## config.mk

```make
export PLATFORM = sky130hd
export DESIGN_NAME = row_mac_engine
export DESIGN_NICKNAME = d
export VERILOG_FILES = /design/src/rtl/row_mac_pkg.sv /design/src/rtl/mac_lane_array.sv /design/src/rtl/row_mac_engine.sv
export SDC_FILE = /design/constraint.sdc
export NUM_CORES = 1
export LEC_CHECK = 0
export ABC_AREA = 0
export BUFFER_PORTS_ARGS = -buffer_cell sky130_fd_sc_hd__clkbuf_2
export CAP_MARGIN = 20
export CORE_MARGIN = 4
export CORE_UTILIZATION = 40
export DETAILED_ROUTE_END_ITERATION = 16
export HOLD_SLACK_MARGIN = 0.1
export SETUP_SLACK_MARGIN = 0.5
export SYNTH_ARGS = -nofsm -noshare
export SYNTH_HDL_FRONTEND = slang
export SYNTH_SLANG_ARGS = --single-unit
export TNS_END_PERCENT = 20
```

## constraint.sdc

```tcl
create_clock -name clk -period 8.9 [get_ports clk]
set_input_delay 0.89 -clock clk [delete_from_list [all_inputs] [get_ports clk]]
set_output_delay 0.89 -clock clk [all_outputs]
set_load 0.05 [all_outputs]
```

## src/rtl/row_mac_pkg.sv

```systemverilog
// row_mac_engine shared types and width helpers.
// Row-by-row dot-product engine for the fully-connected layer.
package row_mac_pkg;

  typedef enum logic [2:0] {
    IDLE,
    FETCH,
    DRAIN,
    OUTPUT,
    DONE
  } state_t;

  // unsigned pixel times signed weight, as a signed product
  function automatic int prod_w(int pix_w, int wt_w);
    return pix_w + wt_w + 1;
  endfunction

  // accumulator wide enough that n products can never overflow
  function automatic int int_w(int pix_w, int wt_w, int n);
    return pix_w + wt_w + 1 + $clog2(n);
  endfunction

endpackage

```

## src/rtl/mac_lane_array.sv

```systemverilog
// Registered per-lane multiply followed by a lane sum.
// Pixels are unsigned, weights signed two's complement.
module mac_lane_array
  import row_mac_pkg::*;
#(
  parameter int LANES = 2,
  parameter int PIX_W = 8,
  parameter int WT_W  = 16,
  localparam int PROD_W = prod_w(PIX_W, WT_W),
  localparam int SUM_W  = PROD_W + $clog2(LANES)
) (
  input  logic                     clk,
  input  logic                     rst,
  input  logic                     in_valid,
  input  logic [LANES*PIX_W-1:0]   pix,
  input  logic [LANES*WT_W-1:0]    wt,
  output logic                     out_valid,
  output logic signed [SUM_W-1:0]  sum
);

  logic signed [PROD_W-1:0] op_a [LANES];
  logic signed [PROD_W-1:0] op_b [LANES];
  logic signed [PROD_W-1:0] prod_q [LANES];

  // widen each lane operand to the product width
  always_comb begin
    for (int i = 0; i < LANES; i++) begin
      op_a[i] = PROD_W'($signed({1'b0, pix[i*PIX_W +: PIX_W]}));
      op_b[i] = PROD_W'($signed(wt[i*WT_W +: WT_W]));
    end
  end

  // register the lane products and their valid flag
  always_ff @(posedge clk) begin
    if (rst) begin
      out_valid <= 1'b0;
      for (int i = 0; i < LANES; i++) prod_q[i] <= '0;
    end else begin
      out_valid <= in_valid;
      for (int i = 0; i < LANES; i++) prod_q[i] <= op_a[i] * op_b[i];
    end
  end

  // sum the registered products, sign-extended
  always_comb begin
    sum = '0;
    for (int i = 0; i < LANES; i++) sum = sum + SUM_W'(prod_q[i]);
  end

endmodule

```

## src/rtl/row_mac_engine.sv

```systemverilog
// Multi-row dot-product engine: streams pixel and weight words,
// accumulates one row at a time and hands results out via valid/ready.
module row_mac_engine
  import row_mac_pkg::*;
#(
  parameter int LANES     = 2,
  parameter int PIX_W     = 8,
  parameter int WT_W      = 16,
  parameter int VEC_WORDS = 392,
  parameter int NUM_ROWS  = 10,
  parameter int ACC_W     = 32,
  parameter int PIX_BASE  = 0,
  parameter int WT_BASE   = 0,
  localparam int ROW_W  = $clog2(NUM_ROWS),
  localparam int PIX_AW = 10,
  localparam int WT_AW  = 12
) (
  input  logic                   clk,
  input  logic                   rst,
  input  logic                   start,
  input  logic [ROW_W-1:0]       row_first,
  input  logic [ROW_W-1:0]       row_count,
  input  logic                   sat_en,
  output logic [PIX_AW-1:0]      pix_addr,
  input  logic [LANES*PIX_W-1:0] pix_data,
  output logic [WT_AW-1:0]       wt_addr,
  input  logic [LANES*WT_W-1:0]  wt_data,
  output logic                   res_valid,
  input  logic                   res_ready,
  output logic [ACC_W-1:0]       res_data,
  output logic [ROW_W-1:0]       res_row,
  output logic                   res_ovf,
  output logic                   busy,
  output logic                   done
);

  localparam int INT_W  = int_w(PIX_W, WT_W, VEC_WORDS * LANES);
  localparam int PROD_W = prod_w(PIX_W, WT_W);
  localparam int SUM_W  = PROD_W + $clog2(LANES);
  localparam int K_W    = (VEC_WORDS > 1) ? $clog2(VEC_WORDS) : 1;
  localparam int EXT_W  = (INT_W > ACC_W) ? INT_W : ACC_W + 1;

  localparam logic [K_W-1:0]    K_LAST = K_W'(VEC_WORDS - 1);
  localparam logic [ROW_W:0]    NROWS  = (ROW_W + 1)'(NUM_ROWS);
  localparam logic [PIX_AW-1:0] PIX_B  = PIX_AW'(PIX_BASE);
  localparam logic [WT_AW-1:0]  WT_B   = WT_AW'(WT_BASE);
  localparam logic [WT_AW-1:0]  VW     = WT_AW'(VEC_WORDS);

  state_t state, state_n;

  logic [K_W-1:0]          k;
  logic                    drain_cnt;
  logic [ROW_W-1:0]        row;
  logic [ROW_W-1:0]        rows_left;
  logic                    sat_q;
  logic signed [INT_W-1:0] acc;
  logic                    fetch_d;
  logic                    prod_v;
  logic signed [SUM_W-1:0] lane_sum;
  logic                    start_ok;
  logic                    next_row;
  logic [ROW_W:0]          req_cnt;
  logic [ROW_W:0]          avail_cnt;
  logic [ROW_W:0]          eff_cnt;
  logic signed [EXT_W-1:0] acc_x;
  logic [EXT_W-ACC_W:0]    acc_hi;
  logic [ACC_W-1:0]        conv_data;
  logic                    conv_ovf;

  assign start_ok = start && ({1'b0, row_first} < NROWS);
  assign next_row = (state == OUTPUT) && res_ready && (rows_left != '0);

  // clamp the requested row count to at least one and to the rows left
  always_comb begin
    req_cnt   = (row_count == '0) ? (ROW_W + 1)'(1) : {1'b0, row_count};
    avail_cnt = NROWS - {1'b0, row_first};
    eff_cnt   = (req_cnt < avail_cnt) ? req_cnt : avail_cnt;
  end

  // state register
  always_ff @(posedge clk) begin
    if (rst) state <= IDLE;
    else     state <= state_n;
  end

  // next-state logic
  always_comb begin
    state_n = state;
    unique case (state)
      IDLE:   if (start_ok) state_n = FETCH;
      FETCH:  if (k == K_LAST) state_n = DRAIN;
      DRAIN:  if (drain_cnt) state_n = OUTPUT;
      OUTPUT: if (res_ready) state_n = (rows_left != '0) ? FETCH : DONE;
      DONE:   state_n = IDLE;
      default: state_n = IDLE;
    endcase
  end

  // counters, latched run settings and the row accumulator
  always_ff @(posedge clk) begin
    if (rst) begin
      k         <= '0;
      drain_cnt <= 1'b0;
      row       <= '0;
      rows_left <= '0;
      sat_q     <= 1'b0;
      acc       <= '0;
      fetch_d   <= 1'b0;
    end else begin
      fetch_d   <= (state == FETCH);
      drain_cnt <= (state == DRAIN) ? ~drain_cnt : 1'b0;
      if (state == FETCH) k <= (k == K_LAST) ? '0 : k + K_W'(1);
      if (state == IDLE && start_ok) begin
        row       <= row_first;
        rows_left <= ROW_W'(eff_cnt - (ROW_W + 1)'(1));
        sat_q     <= sat_en;
        acc       <= '0;
      end else if (next_row) begin
        row       <= row + ROW_W'(1);
        rows_left <= rows_left - ROW_W'(1);
        acc       <= '0;
      end else if (prod_v) begin
        acc <= acc + INT_W'(lane_sum);
      end
    end
  end

  mac_lane_array #(
    .LANES (LANES),
    .PIX_W (PIX_W),
    .WT_W  (WT_W)
  ) u_lanes (
    .clk       (clk),
    .rst       (rst),
    .in_valid  (fetch_d),
    .pix       (pix_data),
    .wt        (wt_data),
    .out_valid (prod_v),
    .sum       (lane_sum)
  );

  // clip or wrap the accumulator into the result width
  always_comb begin
    acc_x     = EXT_W'(acc);
    acc_hi    = acc_x[EXT_W-1:ACC_W-1];
    conv_data = acc_x[ACC_W-1:0];
    conv_ovf  = 1'b0;
    if (!((&acc_hi) || !(|acc_hi))) begin
      conv_ovf = 1'b1;
      if (sat_q) begin
        conv_data = acc_x[EXT_W-1] ? {1'b1, {(ACC_W-1){1'b0}}}
                                   : {1'b0, {(ACC_W-1){1'b1}}};
      end
    end
  end

  assign pix_addr  = (state == FETCH) ? PIX_B + PIX_AW'(k) : PIX_B;
  assign wt_addr   = WT_B + WT_AW'(row) * VW
                   + ((state == FETCH) ? WT_AW'(k) : '0);
  assign res_valid = (state == OUTPUT);
  assign res_data  = res_valid ? conv_data : '0;
  assign res_ovf   = res_valid & conv_ovf;
  assign res_row   = res_valid ? row : '0;
  assign busy      = (state != IDLE);
  assign done      = (state == DONE);

endmodule

```

==> metrics.md, run 1 <==
| Metric | Value |
|---|---|
| Status | finished, final reports clean |
| Min Tclk post-route | approximately 5.4 ns |
| Fmax | ~180 MHz |
| Clock Pin Slew Worst Setup and Hold Paths | around 0.080 ns |
| Core Area | ~0.04 mm^2 |
| Row count | 73 |
| Syn nets | 2332 |
| Postcts setup bufs | 0 |
| Clock Tree Buf Depth | 2 |
| Dpl hpwl | roughly 31000 um |
| Fin. Hold Viols | 0 |
| GRT Total Usage | 17.1% |
| Post-synth EDFFs | 0 |
| Startpoint Class | input port |
| Async set or reset register ratio after synthesis | 0% |
| Initial antenna violation count | 0 |
| Routed vias/inst | about 5 |
| Vias in the first global route | between 10000 and 15000 |
| CTS buffer count | 9 |
| Total power | 4.83 mW |
| Avg Synthesized Cell Area | between 8 and 9 um^2 |
| Post-Syn Area | roughly 0.016 mm^2 |
| Max Cap Viol | 0 |
| Synth Flop Type | dfxtp_1 |
| Drt wl/cell | 14.9 um |
| Final core occ | between 40% and 50% |
| Inserted Diodes | 0 |
| Width of the die | ~210 um |
| Crit-path max FO | 16 |
| Worst EP required | 9.13 ns |
| Die Y | between 200 and 250 um |
| Post-synthesis cell count | approximately 1900 |
| # clock sinks | around 110 |
| Post-synthesis register bit count | 109 |
| Final wirelength | ~37000 um |
| Via count | 12400 |
| Antenna-violating nets left | 0 |
| Slew Limit Fails | 0 |
| H-tree depth | 3 |
| Worst-Margin Slew | 0.882 ns |
| Setup WS post-layout | 3.46 ns |
| Setup slack at placement | between 3 and 4 ns |
| Grt total ovfl | 0 |
| RSZ-0062 raised after global routing | false |
| Unique masters post-synth | slightly above 80 |
| Resized cells post-CTS | 0 |
| Final nets | 2410 |
| Final count of negative-setup-slack endpoints | 0 |
| Die area | ~0.044 mm^2 |
| Area grow syn2layout | 8.43% |
| Root Driver | clkbuf_16 |
| Kind of critical path | input port to flip-flop |
| Most frequent cells in the layout | inv_1, fa_1, and2_1, nor2_1, ha_1 |
| Hold_buf cts | 0 |
| First drt pass iteration count | 5 |
| Worst path arrival time | between 5 and 6 ns |
| Peak VDD IR | 0.000154 V |
| Initial Utilization | between 40% and 50% |
| Slew HR | roughly two fifths |
| Gpl congestion | 0.845 |
| DR DRC count | 0 |
| Proportion of layout cells with a drive suffix above 1 | under 10% |
| Input/output buffers | roughly 120 |
| Largest net degree at the start of global routing | 73 |
| First-pass GRT wire length | between 60000 and 70000 um |
| CTS tree | built |
| # IOs | around 120 |
| Register area share after synthesis | around an eighth |
| Pwr/cell area | around 270 mW/mm^2 |
| Fin crit share | 61.1% |
| Clock Latency Late Sink | 0.36 ns |
| Initial DRC count | 601 |
| Worst Setup End Kind | flip-flop |
| Leading cell type in the layout, fill and taps excluded | inv_1 |
| Fin cells | roughly 2500 |
| Hold Crit Class | flip-flop to flip-flop |
| Skew final | 0.0159 ns |
| Fillers | slightly below 4000 |
| Warnings, synthesis | 0 |
| Pleak | 8.96 nW |
| TNS Setup | 0 ns |
| Dpl cells | 2471 |
## flip-flops by register name, summed over array words and instances (netlist names)
name               cells
u_lanes.prod_q        50
acc                   35
k                      9
row                    4
rows_left              4
state                  3
drain_cnt              1
fetch_d                1
sat_q                  1
u_lanes.out_valid      1
## power by group
| part | internal, mW | leakage (nW) | total, mW | switching [mW] |
|---|---|---|---|---|
| sequential | 0.618 | 0.894 | 0.733 | 0.116 |
| clock | 0.231 | 0.154 | 0.428 | 0.198 |
| combinational | 1.54 | 7.91 | 3.67 | 2.12 |
| total | 2.39 | 8.96 | 4.83 | 2.44 |
## synth_stat cells (all sizes together), types with 41 or more instances
| library cell | instances | area (um^2) |
|---|---|---|
| inv | 342 | 1280 |
| fa | 240 | 4800 |
| and2 | 154 | 963 |
| nor2 | 153 | 574 |
| ha | 152 | 1900 |
| nand2 | 152 | 576 |
| dfxtp | 109 | 2180 |
| a21oi | 83 | 419 |
| xnor2 | 64 | 561 |
| clkbuf | 49 | 184 |
| o21ai | 43 | 223 |
| a21o | 41 | 308 |
## final timing paths
path | start | end | slack [ns] | cells past startpoint
worst max-delay path | pix_data[10] | u_lanes.prod_q[0][49] | 3.46 | 19
worst min-delay path | drain_cnt | drain_cnt | 0.43 | 1
worst max register to register | acc[0] | acc[29] | 4.87 | 15
worst min register to register | drain_cnt | drain_cnt | 0.43 | 1
## cells by family after synthesis
logic type / after synthesis / synth area share [%]
and+or+nand+nor: 571 / 17.3
buffers and inverters: 402 / 9.36
adders and majority gates: 392 / 41.1
AOI/OAI and AO/OA: 277 / 11.7
DFF: 109 / 13.4
xor gates and xnor gates: 94 / 5.04
muxes: 33 / 2.03
other: 1 / 0.0230
## worst max-delay path: stages
cell and delay (ns):
clkbuf_2 0.31, nand2_1 0.15, fa_1 0.56, inv_1 0.06, fa_1 0.47, fa_1 0.50
inv_1 0.06, fa_1 0.53, inv_1 0.05, ha_1 0.36, a21oi_1 0.24, o221ai_1 0.16
or4_1 0.45, o221ai_1 0.26, a31oi_1 0.16, o21a_1 0.19, nor2_1 0.11, xnor2_1 0.13
nor2_1 0.05
## through the flow
stage | area, um^2 | hold slack, ns
CTS | 17700 | 0.429
finish | 17700 | 0.429
global placement | 17400 | 0.413
floorplan | 16300 | 0.400
global route | 17700 | 0.451
detailed placement | 17400 | 0.422
## final cells by class
type / count / area, um^2 / area share [%]
tap: 525 / 657 / 3.71
timing repair buffer: 127 / 651 / 3.68
clock buffer: 10 / 239 / 1.35
sequential: 109 / 2180 / 12.3
clock inverter: 6 / 73.8 / 0.417
inverter: 342 / 1280 / 7.25
multi-input combinational: 1368 / 12600 / 71.3
## layer usage
| metal | vias to the layer above | wire [um] | track usage (%) | part of all wire [%] |
|---|---|---|---|---|
| met5 | - | 0 | 0 | 0 |
| met4 | 0 | 654 | 3.83 | 1.8 |
| met3 | 40 | 1160 | 1.96 | 3.1 |
| met2 | 202 | 17800 | 29.1 | 48 |
| met1 | 6067 | 17300 | 23.7 | 47 |
| li1 | 6108 | - | - | - |
(Power assumes the default switching activity.)
==> run 2: changes to the inputs <==
Settings changed: ABC_AREA 0 to 1.
Clock period 8.9 ns to 4.5 ns, I/O delays scaled along.
==> metrics.md, run 2 <==
| Metric | Value |
|---|---|
| Commonest cells post-synth | inv_1, nand2_1, fa_1 |
| Slew Limit Fails | 0 (unchanged) |
| Final nets | 3054 (+27%) |
| Fillers | 4379 (+11%) |
| Max Cap Viol | 0 (unchanged) |
| Final wirelength | 45900 um (+24%) |
| Vias in the first global route | 15900 (+26%) |
| Warnings, synthesis | 0 (unchanged) |
| Clock Tree Buf Depth | 2 (unchanged) |
| Post-synthesis cell count | 2478 (+32%) |
| Post-synthesis register bit count | 109 (unchanged) |
| Syn nets | 2931 (+26%) |
| Synth Area in Compound Gates | 10.2% (-1.6 points) |
| Input/output buffers | 121 (unchanged) |
| Synth Area in XOR/XNOR | 2.40% (-2.6 points) |
| Fin. Hold Viols | 0 (unchanged) |
| Inserted Diodes | 0 (unchanged) |
| Final count of negative-setup-slack endpoints | 0 (unchanged) |
| Die Y | 217 um (+3.6%) |
| Worst path arrival time | 4.25 ns (-1.42 ns) |
| Hold Crit Class | input port to flip-flop |
| Worst Setup End Kind | flip-flop |
| Grt total ovfl | 0 (unchanged) |
| Post-synth EDFFs | 0 (unchanged) |
| Initial antenna violation count | 0 (unchanged) |
| Crit path top cell by count | fa_1 |
| Reg area | 0.00218 mm^2 (about the same) |
| Dpl hpwl | 39000 um (+25%) |
| Async set or reset register ratio after synthesis | 0% (unchanged) |
| Min Tclk post-route | 3.99 ns |
| Synth Area in Simple Gates | 21.0% (+3.6 points) |
| First-pass GRT wire length | 78000 um (+23%) |
| Worst EP required | 4.76 ns (-4.37 ns) |
| Skew final | 0.0242 ns (+0.00830 ns) |
| Post-synthesis mux area share | 0% (-2.0 points) |
| CP Buf/Inv Count | 6 (+2) |
| Pleak | 11.4 nW (+27%) |
| Post-Syn Area | 0.0176 mm^2 (+7.5%) |
| Synth top area share | 27.4% (-2.1 points) |
| Register area share after synthesis | 12.4% (-0.94 points) |
| Post-Synth Adder-Cell Area | 38.2% (-2.9 points) |
| Initial Utilization | 40.6% (-0.23 points) |
| Via count | 15400 (+24%) |
| Startpoint Class | input port |
| RSZ-0062 raised after global routing | true |
| GRT Total Usage | 19.8% (+2.6 points) |
| Max FFs per register | 50 (unchanged) |
| Die area | 0.0473 mm^2 (+7.3%) |
| Leading cell type in the layout, fill and taps excluded | inv_1 |
| Core Area | 0.0433 mm^2 (+8.2%) |
| Clock Latency Late Sink | 0.37 ns (about the same) |
| Gpl congestion | 0.886 (+4.8%) |
| Worst-Margin Slew | 1.00 ns (+0.118 ns) |
| Top flop regs | u_lanes.prod_q x50, acc x35, k x9 |
| Width of the die | 217 um (+3.6%) |
| Largest area contributor in the netlist | fa_1 |
| Slowest Stage Delay on Critical Path | 0.55 ns (about the same) |
| Root Driver | clkbuf_16 |
| CP top delay family | adder cells |
| Worst path cell trace | clkbuf_2 > buf_12 > nand2_4 > fa_1 > inv_1 > fa_1 > fa_1 > inv_1 > fa_1 > inv_2 > ha_4 > inv_1 > o21ai_1 > o21bai_1 > a21oi_4 > o21ai_2 > nand2_1 > nand3_1 > nand2_1 > nand2_1 > nor2_1 |
| Area of the multi-input gates | 0.0135 mm^2 (+7.2%) |
| Crit-path max FO | 12 (-4) |
| Most frequent cells in the layout | inv_1, nand2_1, fa_1, nor2_1, a21oi_1 |
| Peak VDD IR | 0.000266 V (+72%) |
| Clock Pin Slew Worst Setup and Hold Paths | 0.09 ns (about the same) |
| First drt pass iteration count | 5 (unchanged) |
| Drt wl/cell | 14.4 um (-3.3%) |
| CP max-delay cell | fa_1 |
| Area grow syn2layout | 17.5% |
| Most frequent cell after synthesis | inv_1 |
| Fmax | approximately 250 MHz |
| Slew HR | 33.2% (-8.0 points) |
| # clock sinks | 109 (unchanged) |
| Initial DRC count | 745 (+24%) |
| Pwr/cell area | 627 mW/mm^2 (+130%) |
| CTS buffer count | 9 (unchanged) |
| Largest net degree at the start of global routing | 53 (-27%) |
| Row count | 76 (+4.1%) |
| CTS tree | built |
| Worst hold slack | 0.380 ns (-0.0486 ns) |
| Status | finished, final reports clean |
| Top reg by flops | u_lanes.prod_q |
| # IOs | 123 (unchanged) |
| Fin crit share | 88.8% |
| Proportion of layout cells with a drive suffix above 1 | 17.0% (+8.2 points) |
| Routed vias/inst | 4.82 (-3.4%) |
| Synth top area cells | fa_1, inv_1, dfxtp_1, nand2_1, ha_1 |
| H-tree depth | 3 (unchanged) |
| Antenna-violating nets left | 0 (unchanged) |
| Synth Flop Type | dfxtp_1 |
| Kind of critical path | input port to flip-flop |
| DR DRC count | 0 (unchanged) |
| Unique masters post-synth | 57 (-31%) |
| Largest family of logic cells by synthesized area | adder cells |
| Total power | 12.9 mW (+170%) |
| Avg Synthesized Cell Area | 7.08 um^2 (-18%) |
[run 2: cell types whose count changed in the layout (fill, tap and decap cells not counted), moves of 46 or more]
| cell | delta |
|---|---|
| a21oi_1 | +53 |
| and2_1 | -153 |
| buf_4 | +82 |
| inv_1 | +237 |
| nand2_1 | +340 |
| nand3_1 | +58 |
| xnor2_1 | -46 |
[run 2: routing by layer]
metal | track usage (%) | vias to the layer above | part of all wire [%] | routed length, um
met2 | 34.8 | 277 | 49 | 22500
met5 | 0 | - | 0 | 0
met1 | 26.9 | 7367 | 46 | 21100
met4 | 3.52 | 0 | 1.5 | 700
met3 | 1.84 | 47 | 3.5 | 1600
li1 | - | 7700 | - | -
[run 2: worst paths after layout]
kind | slack [ns] | endpoint | from | depth (start not counted)
worst max-delay path | 0.51 | u_lanes.prod_q[0][48] | pix_data[10] | 21
worst min-delay path | 0.38 | sat_q | sat_en | 3
worst max register to register | 1.39 | acc[33] | u_lanes.prod_q[0][24] | 12
worst min register to register | 0.42 | drain_cnt | drain_cnt | 1
[run 2: worst reg2reg max path: stages, from the launching register on]
cell,delay (ns)
dfxtp_1,0.67
fa_1,0.54
ha_1,0.35
a21oi_1,0.21
a21boi_0,0.32
a21boi_1,0.35
nor2_1,0.09
nor2_1,0.16
nand2_1,0.08
nand2_1,0.06
nand3_1,0.07
nand2_1,0.08
inv_1,0.03
[run 2: report_power, final]
group,switching [mW],total [mW],internal (mW)
Clock,0.428,0.884,0.456
Sequential,0.243,1.47,1.23
Combinational,6.25,10.6,4.33
Total,6.92,12.9,6.01
[run 2: layout make-up]
class | instances | area share (%)
clock buffers | 9 | 1.09
clock inverters | 7 | 0.546
inverters | 621 | 11.3
multi-input cells | 1648 | 65.6
flip-flops and latches | 109 | 10.6
well taps | 585 | 3.55
repair buffers | 212 | 7.31
[run 2: what timing repair did]
| action | CTS | global route |
|---|---|---|
| setup endpoints to repair | 28 | 33 |
| hold buffers | 0 | 0 |
| cloned | 0 | 0 |
| pin swaps | 7 | 58 |
| setup buffers | 2 | 16 |
| resized for setup | 36 | 168 |
[run 2: cells by family (layout without fill, tap and decap cells)]
group | Yosys count | in the layout
simple gates | 888 | 888
buf+inv | 721 | 849
fa+ha+maj | 392 | 392
compound gates | 319 | 319
flops | 109 | 109
xor+xnor | 48 | 48
other cells | 1 | 1
[run 2: per-stage QoR]
| stage | area, um^2 | std cells | worst slack, ns | setup TNS (ns) | util (%) |
|---|---|---|---|---|---|
| finish | 20600 | 3191 | 0.506 | 0 | 47.7 |
| global route | 20600 | 3191 | 0.291 | 0 | 47.7 |
| CTS | 20000 | 3174 | 0.438 | 0 | 46.2 |
| detailed placement | 19500 | 3156 | -0.201 | -0.883 | 45.1 |
| global placement | 19500 | 3156 | -0.161 | -0.438 | 45.1 |
| floorplan | 18300 | 2478 | 0.260 | 0 | - |
